`config.mk`:
```
export PLATFORM = sky130hd
export DESIGN_NAME = search_host
export DESIGN_NICKNAME = d
export VERILOG_FILES = /design/src/rtl/search_pkg.sv /design/src/rtl/element_loader.sv /design/src/rtl/search_host.sv
export SDC_FILE = /design/constraint.sdc
export NUM_CORES = 1
export LEC_CHECK = 0
export BUFFER_PORTS_ARGS = -buffer_cell sky130_fd_sc_hd__clkbuf_2
export CORE_MARGIN = 3
export CORE_UTILIZATION = 53
export DETAILED_ROUTE_END_ITERATION = 8
export PLACE_DENSITY = 0.79
export SLEW_MARGIN = 20
export SYNTH_ARGS = -nofsm -noshare
export SYNTH_HDL_FRONTEND = slang
export SYNTH_HIERARCHICAL = 1
export SYNTH_SLANG_ARGS = --single-unit
```
`constraint.sdc`:
```
create_clock -name clk -period 3.11 [get_ports clk]
set_input_delay 0.622 -clock clk [delete_from_list [all_inputs] [get_ports clk]]
set_output_delay 0.622 -clock clk [all_outputs]
set_load 0.01 [all_outputs]
```
`src/rtl/search_pkg.sv`:
```
// Shared sizing constants and FSM state encoding for the search host and its
// element loader.
package search_pkg;
    localparam int N = 10;
    localparam int W = 7;
    localparam int LOC_W = 4;
    localparam int CNT_W = 7;
    localparam int CYC_W = 8;
    localparam int IDX_W = $clog2(N);
    localparam logic [LOC_W-1:0] TIMEOUT_LOC = 4'hF;

    typedef enum logic [2:0] {
        LOAD,
        ARM,
        WAIT,
        ACK,
        RESULT
    } state_t;
endpackage

```
`src/rtl/element_loader.sv`:
```
// Serial-to-parallel dataset register: one element per accepted beat, element 0
// first, flagging the beat that completes the dataset.
module element_loader
    import search_pkg::*;
(
    input  logic           clk,
    input  logic           reset,
    input  logic           load_en,
    input  logic           beat_valid,
    input  logic [W-1:0]   beat_data,
    output logic           last_beat,
    output logic [N*W-1:0] elem_bus
);

    logic [IDX_W-1:0] idx;
    logic             accept;

    assign accept    = load_en && beat_valid;
    assign last_beat = accept && (idx == IDX_W'(N - 1));

    // The bus only changes on an accepted beat, so the engine sees a frozen
    // dataset for the whole search.
    always_ff @(posedge clk or posedge reset) begin
        if (reset) begin
            idx      <= '0;
            elem_bus <= '0;
        end else if (accept) begin
            for (int k = 0; k < N; k++) begin
                if (idx == IDX_W'(k)) begin
                    elem_bus[k*W +: W] <= beat_data;
                end
            end
            idx <= last_beat ? '0 : idx + 1'b1;
        end
    end

endmodule

```
`src/rtl/search_host.sv`:
```
// Initiator for the element-search engine: loads a dataset, runs one
// START/Done/ACK search under a timeout guard and returns the result.
module search_host
    import search_pkg::*;
#(
    parameter int TIMEOUT = 255
) (
    input  logic             clk,
    input  logic             reset,
    input  logic             in_valid,
    output logic             in_ready,
    input  logic [W-1:0]     in_data,
    output logic [N*W-1:0]   elem_bus,
    output logic             search_start,
    input  logic             search_done,
    input  logic [LOC_W-1:0] search_location,
    input  logic [CNT_W-1:0] search_count,
    output logic             search_ack,
    output logic             res_valid,
    input  logic             res_ready,
    output logic [LOC_W-1:0] res_location,
    output logic [CNT_W-1:0] res_count,
    output logic [CYC_W-1:0] res_cycles,
    output logic             res_timeout,
    output logic             busy
);

    function automatic logic [CYC_W-1:0] sat_inc(input logic [CYC_W-1:0] v);
        return (v == '1) ? v : v + 1'b1;
    endfunction

    state_t           state;
    logic [CYC_W-1:0] wait_cnt;
    logic [CYC_W-1:0] wait_next;
    logic             last_beat;

    assign in_ready  = (state == LOAD);
    assign busy      = (state != LOAD);
    assign wait_next = sat_inc(wait_cnt);

    element_loader u_loader (
        .clk        (clk),
        .reset      (reset),
        .load_en    (in_ready),
        .beat_valid (in_valid),
        .beat_data  (in_data),
        .last_beat  (last_beat),
        .elem_bus   (elem_bus)
    );

    // wait_next counts the current WAIT cycle, so a Done in the first WAIT
    // cycle reports 1 and the timeout fires on the TIMEOUT-th cycle.
    always_ff @(posedge clk or posedge reset) begin
        if (reset) begin
            state        <= LOAD;
            wait_cnt     <= '0;
            search_start <= 1'b0;
            search_ack   <= 1'b0;
            res_valid    <= 1'b0;
            res_location <= '0;
            res_count    <= '0;
            res_cycles   <= '0;
            res_timeout  <= 1'b0;
        end else begin
            case (state)
                LOAD: begin
                    if (last_beat) begin
                        search_start <= 1'b1;
                        state        <= ARM;
                    end
                end
                ARM: begin
                    search_start <= 1'b0;
                    wait_cnt     <= '0;
                    state        <= WAIT;
                end
                WAIT: begin
                    wait_cnt <= wait_next;
                    if (search_done) begin
                        res_location <= search_location;
                        res_count    <= search_count;
                        res_cycles   <= wait_next;
                        res_timeout  <= 1'b0;
                        search_ack   <= 1'b1;
                        state        <= ACK;
                    end else if (wait_next >= CYC_W'(TIMEOUT)) begin
                        res_location <= TIMEOUT_LOC;
                        res_count    <= '0;
                        res_cycles   <= wait_next;
                        res_timeout  <= 1'b1;
                        search_ack   <= 1'b1;
                        state        <= ACK;
                    end
                end
                ACK: begin
                    if (!search_done) begin
                        search_ack <= 1'b0;
                        res_valid  <= 1'b1;
                        state      <= RESULT;
                    end
                end
                RESULT: begin
                    if (res_ready) begin
                        res_valid <= 1'b0;
                        state     <= LOAD;
                    end
                end
                default: begin
                    state <= LOAD;
                end
            endcase
        end
    end

endmodule

```
# ---- Word-level counts from Yosys, hierarchy flattened
# Cells that the tools add are included.
dict set report op_classes {
  add_sub_neg 2
  n_lt_le_gt_ge 1
  eq_ne 18
  n_mux 25
  n_reduce_logical 25
}
# op n
set op_table {}
lappend op_table {{$mux 8} 3}
lappend op_table {{$reduce_and 2->1} 12}
lappend op_table {{$eq 4x3->1 const B} 4}
lappend op_table {{$pmux 8 s2} 1}
lappend op_table {{$mux 3} 5}
lappend op_table {{$pmux 3 s5} 1}
lappend op_table {{$mux 7} 2}
lappend op_table {{$mux 4} 3}
lappend op_table {{$reduce_bool 2->1} 5}
lappend op_table {{$add 8x1->8 const B} 1}
lappend op_table {{$eq 4x2->1 const B} 2}
lappend op_table {{$eq 4x4->1 const B} 2}
lappend op_table {{$eq 8x8->1 const B} 1}
lappend op_table {{$ge 8x8->1 const B} 1}
lappend op_table {{$mux 1} 7}
lappend op_table {{$eq 3x2->1 const B} 2}
lappend op_table {{$ne 2x2->1 const B} 3}
lappend op_table {{$pmux 1 s2} 3}
lappend op_table {{$reduce_and 3->1} 2}
lappend op_table {{$add 4x1->4 const B} 1}
lappend op_table {{$eq 4x1->1 const B} 1}
lappend op_table {{$logic_not 4->1} 1}
lappend op_table {{$reduce_and 4->1} 1}
lappend op_table {{$eq 3x1->1 const B} 1}
lappend op_table {{5 further kinds} 6}
dict set report word_totals {
  reg_bits 108
  inputBits 23
  output_inout_bits 95
  wordCells 91
}

# ---- Longest topological paths before layout
# Gate-level depths: netlist of run 1.
dict set report depth {
  word_depth 6
  ltp_mapped 9
  depth_no_buf 7
}

# ---- By module
# The synthesis of run 1 kept the hierarchy.
# module n_inst cells_each area_per_inst_um2 seq_area_each_um2
set by_module_without_submodules {}
lappend by_module_without_submodules {element_loader 1 198 3034.2 1851.8}
lappend by_module_without_submodules {search_host 1 184 1819.2 850.8}

# ---- Least setup slack after synthesis of run 1
# OpenSTA, ideal clock, no wires.
dict set report synth_path {
  path_type {register to register}
  from {register state[0]}
  to {register u_loader.elem_bus[21]}
  setup_ns 0.125
  arrival_ns 2.144
  t_required_ns 2.985
  path_slack_ns 0.841
  path_stages_with_launch 10
  n_path_buf 4
  synth_period_minus_slack_ns 2.269
  cell_sequence {dfrtp_1 > clkbuf_1 > or3_1 > inv_1 > buf_2 > and3b_1 > buf_6 > and3b_1 > buf_6 > mux2_4}
}
dict set report synth_between {
  elab_chain_cells 3
}
# element line
set synth_lines {}
lappend synth_lines {{start: declaration} search_host.sv:32} ;# state_t state;
lappend synth_lines {{start signal: assignment} search_host.sv:55} ;# state <= LOAD;
lappend synth_lines {{start signal: assignment} search_host.sv:69} ;# state <= ARM;
lappend synth_lines {{start signal: assignment} search_host.sv:75} ;# state <= WAIT;
lappend synth_lines {{$logic_not 3->1} search_host.sv:37} ;# assign in_ready = (state == LOAD);
lappend synth_lines {{net in_ready} search_host.sv:11} ;# output logic in_ready,
lappend synth_lines {{$logic_and 1x1->1} element_loader.sv:18} ;# assign accept = load_en && beat_valid;
lappend synth_lines {{$reduce_and 2->1 (no line)} --}
lappend synth_lines {{end signal: indexed assignment} element_loader.sv:30} ;# elem_bus[k*W +: W] <= beat_data;
lappend synth_lines {{end: declaration} element_loader.sv:12} ;# output logic [N*W-1:0] elem_bus
# The timed path passes the listed nets, and every way through them passes these cells.
# A chain may end at the register's enable or synchronous reset.

# ---- Worst setup path after layout of run 1
dict set report layout_path {
  from {register wait_cnt[0]}
  to {register res_cycles[2]}
}
dict set report layout_between {
  elab_chain_cells 5
}
# element line
set layout_lines {}
lappend layout_lines {{start: declaration} search_host.sv:33} ;# logic [CYC_W-1:0] wait_cnt;
lappend layout_lines {{start signal: assignment} search_host.sv:78} ;# wait_cnt <= wait_next;
lappend layout_lines {{$add 8x1->8 or $eq 8x8->1 (tied branches)} search_host.sv:29} ;# return (v == '1) ? v : v + 1'b1;
lappend layout_lines {{$mux 8 *} search_host.sv:29}
lappend layout_lines {{$ge 8x8->1} search_host.sv:86} ;# end else if (wait_next >= CYC_W'(TIMEOUT)) begin
lappend layout_lines {{$reduce_bool 2->1 (no line)} --}
lappend layout_lines {{$reduce_and 2->1 (no line)} --}
lappend layout_lines {{end signal: assignment} search_host.sv:82} ;# res_cycles <= wait_next;
lappend layout_lines {{end signal: assignment} search_host.sv:89} ;# res_cycles <= wait_next;
lappend layout_lines {{end: declaration} search_host.sv:23} ;# output logic [CYC_W-1:0] res_cycles,
# Every way passes the cells marked *; elsewhere a longest branch is shown, timed or not. The select of a mux whose other input is x is not followed.

==> results summary, run 1 <==
STA classifies the critical path startpoint as a flip-flop. The routed via count is 3388. The detailed placement HPWL came out at 7529 um. The async set-reset flop share out of synthesis is between 90% and 100%. The synthesized area came out at 0.004853 sq mm. Synthesis inferred 108 register bits. The final setup TNS came out at 0 ns. The library cell used most frequently in the layout, excluding fill and tap cells, is clkbuf_2.

The maximum buffer depth of the clock tree is 2. The ratio of cells with drive above 1 in the final layout is between 40% and 50%. The number of port buffers is 117. Once detail routing completed, the nets flagged for antenna violations numbered 0. The measured slew at the worst slew-check pin came out at about 0.82 ns. The register clock-pin slew on the reported worst setup and hold paths is 0.11 ns. The total global routing track utilization is 20.99%.

The analysis attributes to cell leakage a power of 0.002859 uW. The final critical delay including setup and external delays is ~2.7 ns. Yosys mapped a number of flops with a built-in enable equal to 0. The instance count of the mapped netlist is 382. At the worst endpoint, the required time is between 3 and 4 ns. The number of antenna violations at the first check in global routing is 0.

For this run, the number of standard cells in the final layout without fillers is 597. The met1 routing resource usage after global routing came out at 29.57%. After the last flow step, the layout net total stands at between 500 and 600.

The number of top-level design ports is between 100 and 150. The post-cts repair resize count came out at 0. STA puts the critical path data arrival time at 2.94 ns. The most used flip-flop cell after synthesis is dfrtp_1. The class of the most critical setup path is flip-flop to flip-flop. The power per unit of standard cell area came out at 892.1 mW/mm^2. In this run the most used layer during global routing was met2. The floorplan has 34 rows. The count of antenna diodes in the layout is 0. The maximum fanout along the worst path came out at 12. CTS saw 108 sinks. Entering global routing, the biggest net connects 35 pins.

The total congestion overflow after global routing came out at 0. Of the synthesized area, sequential elements account for 55.68%. In this run the worst hold path is classified as input pin to asynchronous set/reset pin. In this run the mean area of a mapped cell was 12.71 sq um. On the final layout, the worst clock skew is 0.01653 ns. The worst-skew pair later-pin latency came out at approximately 0.36 ns.

The kind of end point of the critical path is a flip-flop. The number of design rule violations left after detail routing is 0. For this run, global-route usage on met2 was measured as 33.45%.

The flow ran to the end, and the final reports show no timing, DRC or antenna violations. The top cell types in the final layout, fill and taps aside, are clkbuf_2 (117), dfrtp_1 (108), mux2_2 (66). Setup repair after global routing left no endpoint under its margin. The average wire length per cell after detail routing came out at around 18 um. In this run the vertical extent of the chip is 101.7 um. The number of vias per cell after detailed routing is 5.675. The first-pass GRT wire length is 17010 um.

The starting density of the core is between 50 and 60%. The met3 track demand over resource in global routing is 3.994%. After clock tree synthesis, the flow added hold-fix buffers numbering 0. The total of endpoints with negative setup slack in the final report came out at 0. The number of H-tree branching levels came out at 3. The smallest hold slack came out at approximately 0.20 ns. TritonCTS built the clock tree.

The total of warnings raised by yosys is 6. The count of pins over their slew limit is 0. The detailed router finished its first iteration with 345 violations.

The cell sitting at the root of the clock tree is a clkbuf_8. The number of clock buffers inserted by TritonCTS is 9. The area growth from synthesis to layout is 16.09%. The timing-limited maximum frequency is 371.2 MHz.

In the finished design, the share of the clock period the worst path needs comes to 86.61%. The placer congestion estimate is 0.9110. The number of iterations in the first detailed-routing pass came out at 4.

The worst supply voltage drop on vdd is 0.0004918 V. The total chip power came out at 5026 uW. The number of setup buffers added after CTS is 0. The core region area is 0.008806 sq mm. The floorplan step set the die width to a little over 100 um. The number of endpoints with negative hold slack in the final report came out at 0. The aggregate routed wire length came out at 10470 um. The area of the die came out at 0.01034 sq mm.

The max-capacitance violation count came out at 0. The cell count after placement is 582. The number of global-route vias before repair is 3318. The synthesized netlist net count is slightly above 400.

After synthesis, the netlist uses 50 different library cells. The worst pin sits at a relative slew slack of ~45%.
synthesized netlist by cell type (3+ instances only):
cell | n | share of area, %
nand3_1 | 7 | 0.72
nor2b_1 | 4 | 0.52
dfrtp_1 | 108 | 56
mux2_4 | 11 | 3.4
o21ai_0 | 16 | 1.6
a22o_1 | 9 | 1.6
buf_1 | 9 | 0.70
nand2b_1 | 3 | 0.39
ha_1 | 5 | 1.3
and3b_1 | 3 | 0.54
xor2_1 | 3 | 0.54
mux2_2 | 66 | 15
buf_6 | 7 | 1.6
o22a_1 | 6 | 1.1
nor3_1 | 5 | 0.52
inv_1 | 9 | 0.70
nand4_1 | 6 | 0.77
or2_2 | 3 | 0.39
nor2_1 | 15 | 1.2
buf_4 | 5 | 0.77
clkbuf_1 | 8 | 0.62
a31oi_1 | 3 | 0.39
nand2_1 | 18 | 1.4
nand3b_1 | 3 | 0.46
a21oi_1 | 15 | 1.5
worst max-delay path, stage by stage, from the launching register on:
cell and delay [ns]:
dfrtp_1 0.57, ha_1 0.41, nand3_1 0.23, o221a_1 0.32, or4_4 0.52, o211a_4 0.23
mux2_4 0.31
metrics by stage:
stage / setup WS, ns / instance area, sq um / utilization [%]
after floorplan: 0.6064 / 4853 / -
after detailed placement: 0.5095 / 5426 / 61.62
after global routing: 0.2990 / 5634 / 63.98
final: 0.4164 / 5634 / 63.98
after global placement: 0.5807 / 5426 / 61.62
after CTS: 0.4683 / 5634 / 63.98
report_power, final:
part	leakage (uW)	switching [uW]	internal [uW]
clock network	0.000105	487	386
logic	0.00136	947	901
registers	0.00139	384	1920
worst paths after layout:
| path | startpoint | end | slack (ns) | depth (start not counted) |
|---|---|---|---|---|
| worst max-delay path | wait_cnt[0] | res_cycles[2] | 0.42 | 6 |
| min in group clk | search_count[2] | res_count[2] | 0.48 | 2 |
| worst min-delay path | reset | u_loader/elem_bus[17] | 0.20 | 2 |
| worst max register to register | wait_cnt[0] | res_cycles[2] | 0.42 | 6 |
| worst min register to register | res_location[2] | res_location[2] | 0.51 | 1 |
| max in group asynchronous | reset | u_loader/elem_bus[7] | 2.19 | 3 |
flip-flops by register name, indices dropped and copies added (netlist names), 3 cells and up:
signal,flops
u_loader/elem_bus,70
res_cycles,8
wait_cnt,8
res_count,7
res_location,4
u_loader/idx,4
state,3
layer usage:
layer | part of all wire, % | vias to the layer above | routed length [um]
met5 | 0 | - | 0
met4 | 1.0 | 0 | 108
met3 | 6.0 | 11 | 628
met2 | 48 | 132 | 5045
met1 | 45 | 1681 | 4685
li1 | - | 1564 | -
logic make-up after synthesis:
logic type | Yosys count | share of synthesized area [%]
buf+inv | 40 | 4.589
simple gates | 86 | 10.16
mux | 79 | 19.13
fa+ha+maj | 5 | 1.289
compound gates | 61 | 8.611
xor+xnor | 3 | 0.5415
flops | 108 | 55.68
area by class of cell:
class                   count  area (sq um)
inverters                  10         37.54
multi-input cells         234          1928
clock inverters             6         83.83
repair buffers            122         623.1
flip-flops and latches    108          2703
clock buffers               9         123.9
well taps                 108         135.1
fillers                   683          3172
No activity file was read; power rests on OpenSTA's default activity.
==> inputs of run 2 (changes only) <==
--- a/config.mk
+++ b/config.mk
@@ -6,8 +6,11 @@
 export NUM_CORES = 1
 export LEC_CHECK = 0
 export BUFFER_PORTS_ARGS = -buffer_cell sky130_fd_sc_hd__clkbuf_2
+export CELL_PAD_IN_SITES_DETAIL_PLACEMENT = 1
+export CELL_PAD_IN_SITES_GLOBAL_PLACEMENT = 1
 export CORE_MARGIN = 3
-export CORE_UTILIZATION = 53
+export CORE_UTILIZATION = 42
+export CTS_CLUSTER_DIAMETER = 150
 export DETAILED_ROUTE_END_ITERATION = 8
 export PLACE_DENSITY = 0.79
 export SLEW_MARGIN = 20
@@ -15,3 +18,4 @@
 export SYNTH_HDL_FRONTEND = slang
 export SYNTH_HIERARCHICAL = 1
 export SYNTH_SLANG_ARGS = --single-unit
+export TNS_END_PERCENT = 10
==> run 2 against run 1 <==
Compared with the run above:
- global-route usage fell by 0.68 points
- register-to-register slack got worse by 0.04 ns
- setup slack got worse by 0.035 ns
==> results summary, run 2 (synthesis results as in run 1) <==
The worst clock skew on the final layout is 0.008519 ns (was 0.01653 ns). The worst-skew pair later-pin latency is 0.35 ns (was 0.36 ns). The final critical delay including setup and external delays is 2.729 ns (was 2.694 ns). The total global routing track utilization came out at 20.31% (was 20.99%).

The net switching power is 1944 uW (was 1818 uW). The number of endpoints with negative hold slack in the final report is 0 (unchanged). The class of the most critical hold timing path is input pin to asynchronous set/reset pin (unchanged).

The uppermost signal routing layer after detailed routing is met4 (unchanged). The number of port buffers came out at 117 (unchanged). The number of H-tree branching levels came out at 3 (unchanged).

The share of total power consumed by net switching was 35.27% (was 36.17%). The measured slew at the worst slew-check pin is 0.9226 ns (was 0.8247 ns). The area growth from synthesis to layout came to 19.67% (was 16.09%). The leakage dissipation came to 0.002917 uW (was 0.002859 uW). Cell breakdown of the critical path: ha_1, nand3_1, o221a_1, or4_4, o211a_4, mux2_4 (unchanged). The number of design rule violations left after detail routing was 0 (unchanged). The area of combinational cells with multiple inputs came out at 0.001928 sq mm (unchanged). The first-pass GRT wire length came to 20320 um (was 17010 um). The kind of end point of the critical path is a flip-flop (unchanged).

The maximum buffer depth of the clock tree came out at 2 (unchanged). The detailed placement HPWL was 8808 um (was 7529 um). Unrepaired setup endpoints after global routing: false (unchanged).

The smallest hold slack came to 0.3266 ns (was 0.1987 ns). The worst-path cell with the longest stage delay was dfrtp_1 (unchanged). The root buffer cell is clkbuf_16 (was clkbuf_8). Registers with the most flip-flops: u_loader/elem_bus x70, res_cycles x8, wait_cnt x8 (unchanged). The post-cts repair resize count came out at 0 (unchanged).

The area taken by flip-flops and latches is 0.002703 sq mm (unchanged). The number of global-route vias before repair came out at 3729 (was 3318). The average wire length per cell after detail routing came out at 19.78 um (was 17.53 um). The width of the die is 113.5 um (was 101.7 um). The kind of start point of the critical path is a flip-flop (unchanged). The max-capacitance violation count came out at 0 (unchanged). The ratio of cells with drive above 1 in the final layout is 47.03% (was 47.24%). The internal power was 3567 uW (was 3208 uW). The timing-limited maximum frequency came out at 366.4 MHz (was 371.2 MHz). Commonest cells after routing, fill and taps aside: clkbuf_2 (117), dfrtp_1 (108), mux2_2 (66) (unchanged). The core region area came out at 0.01108 sq mm (was 0.008806 sq mm). The summed area of non-filler cells in the final layout came to 0.005808 sq mm (was 0.005634 sq mm). The number of vias per cell after detailed routing is 5.448 (was 5.675). The length of routed met2 wiring is 6171 um (was 5045 um).

The share of total power in sequential cells is 42.1% (was 45.9%). The headroom to the max-slew limit is 38.02% (was 44.59%). The worst-case reg-to-reg path depth came to 6 (unchanged).

The fraction of power consumed by the clock network came out at 23.1% (was 17.4%). The placer congestion estimate came out at 0.8984 (was 0.9110). The delay of the slowest critical-path stage came to 0.57 ns (about the same). The number of antenna violations at the first check in global routing is 0 (unchanged). The number of clock buffers inserted by TritonCTS is 9 (unchanged). The routed via count came out at 3427 (was 3388). The number of flip-flops under the largest register name is 70 (unchanged). The most common cell after layout, fill and taps aside is clkbuf_2 (unchanged). The count of antenna diodes in the layout is 0 (unchanged). The maximum fanout along the worst path was 12 (unchanged). The setup slack at placement came to 0.4913 ns (was 0.5095 ns). The vertical die dimension came out at 113.5 um (was 101.7 um). The register ranked first by flip-flop count is u_loader/elem_bus (unchanged). The total number of clock tree sinks is 108 (unchanged). Outcome: completed (unchanged). The number of antenna-violating nets in the routed design came to 0 (unchanged). The power per unit of standard cell area is 948.9 mW/mm^2 (was 892.1 mW/mm^2). The data arrival time at the worst-slack endpoint came out at 2.95 ns (was 2.94 ns). The part of the cycle the worst path needs came to 87.75% (was 86.61%). The combinational cell fraction of total power is 34.9% (was 36.8%).

The final layout net count came out at 512 (was 513). The cell area reported after detailed placement is 0.005472 sq mm (was 0.005426 sq mm). The count of pins over their slew limit came out at 0 (unchanged).

The number of buffers inserted for hold repair after clock tree synthesis is 0 (unchanged). The total of endpoints with negative setup slack in the final report came out at 0 (unchanged). The wire length the detailed router placed on met1 came to 5282 um (was 4685 um).

The number of iterations in the first detailed-routing pass came to 4 (unchanged). The CTS tree was done (unchanged). The total congestion overflow after global routing is 0 (unchanged). The data required time at the worst endpoint was 3.33 ns (was 3.36 ns).

The number of fillers in the final layout was 1188 (was 683). The number of rows in the core area is 38 (was 34). The largest net degree at the start of global routing is 49 (was 35). The class of the most critical setup path is flip-flop to flip-flop (unchanged). The starting density of the core is 43.81% (was 55.12%). The final worst slack came out at 0.3809 ns (was 0.4164 ns). The final setup TNS came out at 0 ns (unchanged). The core utilization of the finished layout came out at 52.43% (was 63.98%). The register clock-pin slew on the reported worst setup and hold paths is 0.07 ns (was 0.11 ns). The area of the die is 0.01288 sq mm (was 0.01034 sq mm).

The worst supply voltage drop on vdd is 0.0004061 V (was 0.0004918 V). The number of top-level design ports is 118 (unchanged). The number of DRC violations after detailed-routing iteration 0 is 197 (was 345). The aggregate routed wire length is 12440 um (was 10470 um). The number of setup buffers added after CTS is 0 (unchanged).

The routed length on met3 came to 747 um (was 628 um).
[run 2: power by group through the flow]
stage	Sequential, uW	Clock (uW)	Combinational (uW)
after floorplan	2420	0	1070
after global placement	2300	0	1840
after detailed placement	2330	0	1940
after CTS	2320	1300	1960
after global routing	2390	1370	2100
final	2320	1270	1920
[run 2: final timing paths]
path | from | end | slack (ns)
max | wait_cnt[0] | res_cycles[0] | 0.38
min | reset | u_loader/elem_bus[19] | 0.33
max reg2reg | wait_cnt[0] | res_cycles[0] | 0.38
min reg2reg | res_location[2] | res_location[2] | 0.50
max in group asynchronous | reset | u_loader/elem_bus[2] | 2.11
min in group clk | res_location[2] | res_location[2] | 0.50
[run 2: cell type report]
| cell class | count | area share (%) |
|---|---|---|
| Sequential cell | 108 | 46.53 |
| Multi-Input combinational cell | 234 | 33.20 |
| Timing Repair Buffer | 121 | 10.81 |
| Clock buffer | 11 | 4.179 |
| Tap cell | 140 | 3.016 |
| Clock inverter | 5 | 1.616 |
| Inverter | 10 | 0.6463 |
[run 2: metal layers]
layer  track usage (%)  vias up
met4             6.571        0
met1             25.75     1751
li1                  -     1563
met2             33.57       95
met5                 0        -
met3             5.942       18
[run 2: stage by stage]
step | power, uW | std cells
3_3_place_gp | 4143 | 613
6_report | 5511 | 629
2_1_floorplan | 3482 | 382
4_1_cts | 5577 | 629
5_1_grt | 5858 | 629
3_5_place_dp | 4271 | 613
[run 2: critical path, delay by kind of cell, from the launching register on]
family	cells	cell delay (ns)
AO/OA/AOI/OAI	2	0.55
adder cells (fa/ha/maj)	1	0.41
flip-flops	1	0.57
multiplexers	1	0.32
AND/OR/NAND/NOR	2	0.76
